===== config.mk =====
export PLATFORM = sky130hd
export DESIGN_NAME = fifo_wr_arbiter
export DESIGN_NICKNAME = d
export VERILOG_FILES = /design/src/rtl/fifo_wr_arbiter.sv
export SDC_FILE = /design/constraint.sdc
export NUM_CORES = 1
export LEC_CHECK = 0
export CAP_MARGIN = 30
export CORE_ASPECT_RATIO = 1.1
export CORE_MARGIN = 5
export CORE_UTILIZATION = 41
export CTS_CLUSTER_DIAMETER = 100
export DETAILED_ROUTE_END_ITERATION = 16
export PLACE_DENSITY = 0.86
export SLEW_MARGIN = 20
export SYNTH_ARGS = -nofsm -noshare
export SYNTH_HDL_FRONTEND = slang
export SYNTH_SLANG_ARGS = --single-unit

===== constraint.sdc =====
create_clock -name wclk -period 5.67 [get_ports wclk]
set_input_delay 0.567 -clock wclk [delete_from_list [all_inputs] [get_ports wclk]]
set_output_delay 0.567 -clock wclk [all_outputs]
set_load 0.02 [all_outputs]

===== src/rtl/fifo_wr_arbiter.sv =====
// fifo_wr_arbiter: round-robin, burst-locking arbiter for the single write
// port of an async FIFO. One requester owns the port from grant until its
// last beat (or MAX_BURST beats), so packets never interleave in the FIFO.
// There is one arbitration cycle before each burst and no transfer in it.

module fifo_wr_arbiter #(
  parameter int NREQ       = 4,
  parameter int DATA_WIDTH = 8,
  parameter int MAX_BURST  = 8
) (
  input  logic                       wclk,
  input  logic                       rst_n,
  input  logic [NREQ-1:0]            req_valid,
  input  logic [NREQ-1:0]            req_last,
  input  logic [NREQ*DATA_WIDTH-1:0] req_data,
  output logic [NREQ-1:0]            req_ready,
  input  logic                       full,
  output logic                       winc,
  output logic [DATA_WIDTH-1:0]      wdata,
  output logic [NREQ-1:0]            grant,
  output logic                       busy
);

  localparam int PTR_W = $clog2(NREQ);
  localparam int CNT_W = $clog2(MAX_BURST + 1);

  typedef enum logic [0:0] {
    IDLE   = 1'b0,
    LOCKED = 1'b1
  } state_t;

  state_t              state_r;
  state_t              state_n_s;
  logic [PTR_W-1:0]    rr_ptr_r;
  logic [PTR_W-1:0]    rr_ptr_n_s;
  logic [CNT_W-1:0]    beat_cnt_r;
  logic [CNT_W-1:0]    beat_cnt_n_s;
  logic [NREQ-1:0]     grant_n_s;

  logic [PTR_W-1:0]    owner_s;
  logic [PTR_W-1:0]    pick_idx_s;
  logic                pick_found_s;
  logic                burst_end_s;

  // Owner index decoded from the one-hot registered grant.
  always_comb begin
    owner_s = {PTR_W{1'b0}};
    for (int i = 0; i < NREQ; i++) begin
      owner_s = grant[i] ? PTR_W'(i) : owner_s;
    end
  end

  // First valid requester scanning from rr_ptr upward, wrapping modulo NREQ.
  always_comb begin
    logic [PTR_W-1:0] idx_v;
    idx_v        = {PTR_W{1'b0}};
    pick_idx_s   = {PTR_W{1'b0}};
    pick_found_s = 1'b0;
    for (int k = 0; k < NREQ; k++) begin
      idx_v        = PTR_W'((int'(rr_ptr_r) + k) % NREQ);
      pick_idx_s   = (req_valid[idx_v] && !pick_found_s) ? idx_v : pick_idx_s;
      pick_found_s = pick_found_s | req_valid[idx_v];
    end
  end

  // Write-port outputs: only the locked owner reaches the FIFO; full gates
  // winc and ready with a single AND so the full->winc path stays short.
  always_comb begin
    winc      = 1'b0;
    req_ready = {NREQ{1'b0}};
    wdata     = {DATA_WIDTH{1'b0}};
    busy      = 1'b0;
    if (state_r == LOCKED) begin
      busy               = 1'b1;
      req_ready[owner_s] = ~full;
      winc               = req_valid[owner_s] & ~full;
      wdata              = req_data[owner_s*DATA_WIDTH +: DATA_WIDTH];
    end else begin
      busy = 1'b0;
    end
  end

  // A burst ends on a transferred beat that is either the packet's last
  // beat or the MAX_BURST-th beat of this grant (truncation).
  always_comb begin
    burst_end_s = winc & (req_last[owner_s] |
                          (beat_cnt_r == CNT_W'(MAX_BURST - 1)));
  end

  // Next-state logic for the IDLE/LOCKED FSM, grant, pointer and beat count.
  always_comb begin
    state_n_s    = state_r;
    grant_n_s    = grant;
    rr_ptr_n_s   = rr_ptr_r;
    beat_cnt_n_s = beat_cnt_r;
    case (state_r)
      IDLE: begin
        if (pick_found_s) begin
          state_n_s    = LOCKED;
          grant_n_s    = {{(NREQ-1){1'b0}}, 1'b1} << pick_idx_s;
          beat_cnt_n_s = {CNT_W{1'b0}};
        end else begin
          state_n_s = IDLE;
        end
      end
      LOCKED: begin
        if (burst_end_s) begin
          state_n_s    = IDLE;
          grant_n_s    = {NREQ{1'b0}};
          beat_cnt_n_s = {CNT_W{1'b0}};
          rr_ptr_n_s   = (owner_s == PTR_W'(NREQ - 1)) ? {PTR_W{1'b0}}
                                                       : owner_s + PTR_W'(1);
        end else if (winc) begin
          beat_cnt_n_s = beat_cnt_r + CNT_W'(1);
        end else begin
          beat_cnt_n_s = beat_cnt_r;
        end
      end
      default: begin
        state_n_s    = IDLE;
        grant_n_s    = {NREQ{1'b0}};
        beat_cnt_n_s = {CNT_W{1'b0}};
        rr_ptr_n_s   = {PTR_W{1'b0}};
      end
    endcase
  end

  // State registers; reset abandons any burst in progress.
  always_ff @(posedge wclk) begin
    if (!rst_n) begin
      state_r    <= IDLE;
      grant      <= {NREQ{1'b0}};
      rr_ptr_r   <= {PTR_W{1'b0}};
      beat_cnt_r <= {CNT_W{1'b0}};
    end else begin
      state_r    <= state_n_s;
      grant      <= grant_n_s;
      rr_ptr_r   <= rr_ptr_n_s;
      beat_cnt_r <= beat_cnt_n_s;
    end
  end

endmodule


==> impl_metrics.toml <==
[power_and_ir_drop]
p_seq_share_pct = 36.0
peakVddDrop_v = 0.000156
p_int_uw = 168
p_sw_uw = 79.0
leakage_uw = 0.000630
netSwitchingFraction_pct = 32.0
power_frac_clock_pct = 21.4
powerDensity_nw_per_um2 = 146
p_comb_share_pct = 42.7

[global_route]
grt_pass1_vias = 1295
overflow = 0
antenna_found_initial = 0
grt_start_max_net_pins = 26
grt_pass1_wl_mm = 5.40
grtUsageTotal_pct = 17.8

[sta]
setup_viol = 0
layout_min_cycle_time_ns = 2.99
clock_skew_ns = 0.00310
worst_slew_pin_slew_ns = 0.792
maxSlewViolCount = 0
fin_crit_sh_pct = 52.7
fmax_ghz = 0.335
hold-worst-slack_ns = 0.478
rsz0062_at_grt = "false"
maxSlewHeadroom_pct = 47.1
tns_ns = 0
hold_viol_final = 0

[synth]
synthCells = 147
synth_edf_count = 0
async_flop_share_pct = 0
yosysTopAreaCell = "dfxtp_1"
ys_ff_latch = 11
synth_cell_types = 31
ys_seq_area_share_pct = 20.8
synth.avg_cell_area_um2 = 7.21
synthTopCellsByCount = "nor2_1, a21oi_1, nand2_1"
synthesis.nets = 195
synth_most_common_cell = "nor2_1"
yosys_warnings = 0
syn-cell-area_um2 = 1060
synth_top_area_share_pct = 20.8
yosys-top-cells-area = "dfxtp_1, mux2i_1, a21oi_1"
ys.flop_type = "dfxtp_1"

[route]
ant_nets = 0
drc_errors = 0
viasPerCell = 5.52
post_drt_wl_per_cell_um = 14.3
drt_pass1_iterations = 4
via_count = 1298
first_iter_violations = 38
finalWirelength_mm = 3.35

[setup_path]
worstPathRequired_ns = 5.10
path_class = "reg -> out"
worstPathArrival_ns = 2.42
critical_path.max_fanout = 22
end_kind = "output port"
crit_path_start = "grant[2]$_SDFFE_PN0P_"
r2r_start = "grant[3]$_SDFFE_PN0P_"
start_kind = "flop"

[clock_network]
cts-htree-levels = 1
clock-root-buffer = "clkbuf_4"
numCtsBuffers = 3
cts.clk_slew.worst_paths_ns = 0.06
clock-sinks = 11
cts_tree = "yes"
clock_latency_ns = 0.27
postCtsHoldBufs = 0
ctsResizeCount = 0
cts_buffer_depth = 2
cts_setup_buffers = 0

[die]
start_util_pct = 42.5
rows = 19
die_w_um = 58.5
io-pin-count = 61
core_um2 = 2500
fp.dieH_um = 63.3
die-area_um2 = 3700

[layout]
fillers = 211
drive_gt1_share_pct = 3.43
postLayoutCellArea_um2 = 1690
diodes = 0
final_nets = 253
syn2layout_area_growth_pct = 59.5
finish.utilization_pct = 67.7

[outcome]
status = "completed"

[placement]
hpwl_mm = 2.64
dpl_cell_area_um2 = 1660
portBuffers = 60
gp_congestion = 0.862

[hold_path]
min_from = "grant[0]$_SDFFE_PN0P_"
hp-class = "reg -> reg"

[flow_run]
cap_violations = 0
flip-flops by register name, indices dropped and copies added, names as in the netlist:
name / count
rr_ptr_r: 2
beat_cnt_r: 4
state_r: 1
grant: 4
final timing paths:
path	end	slack, ns	depth (start not counted)
max	req_ready[1]	2.68	6
min	grant[0]$_SDFFE_PN0P_	0.48	2
max reg2reg	grant[2]$_SDFFE_PN0P_	3.48	5
min reg2reg	grant[0]$_SDFFE_PN0P_	0.48	2
final cells by class:
cell class	instances	area [um^2]	area share (%)
tap	31	38.8	2.29
sequential	11	220	13.0
clock buffer	4	26.3	1.55
timing repair buffer	60	601	35.5
inverter	5	18.8	1.11
multi-input combinational	124	786	46.5
cells by family (layout without fill, tap and decap cells):
kind of cell | Yosys count | in the layout | share of synthesized area, %
muxes | 13 | 13 | 12.3
adders and majority gates | 5 | 5 | 5.90
buffers and inverters | 12 | 69 | 5.08
and+or+nand+nor | 66 | 66 | 31.4
DFF | 11 | 11 | 20.8
AOI/OAI and AO/OA | 40 | 40 | 24.6
metrics by stage:
stage	power [uW]	std cells	setup WS, ns
floorplan	140	147	3.28
finish	247	235	2.68
global route	261	235	2.50
CTS	247	235	2.69
detailed placement	195	231	2.78
global placement	192	231	2.81
metal layers:
metal / vias up / GRT usage [%] / part of all wire (%)
met5: - / 0 / 0
met4: 0 / 5.80 / 2.3
met3: 13 / 2.86 / 8.5
met2: 60 / 32.8 / 50
met1: 588 / 20.0 / 40
li1: 637 / - / -
critical path, stage by stage (launching register included):
cell	delay [ns]
dfxtp_1	0.77
inv_1	0.08
a21oi_1	0.32
inv_1	0.12
ha_1	0.20
and2_1	0.12
clkdlybuf4s50_1	0.54
placed cells by master, fill, tap and decap left out, drive strengths merged:
master         count
nand2             16
o221ai             3
ha                 5
o21ai              9
or2                1
o211ai             1
nor2              18
a31oi              2
clkinv             1
a22oi              1
nor2b              5
inv                4
nand3             10
nand3b             2
a21boi             2
o22a               1
a21oi             16
and2              12
a21o               2
nor4               1
dfxtp             11
nand2b             1
clkbuf             4
clkdlybuf4s50     60
mux2i             13
o22ai              1
o221a              2
power groups by stage:
stage	combinational, uW	clock [uW]	sequential, uW
floorplan	52.9	0	87.1
global placement	101	0	90.5
detailed placement	105	0	90.4
CTS	106	52.4	88.6
global route	114	57.5	89.5
finish	105	52.7	88.7
Note: power is estimated with default switching activity, not from simulation.
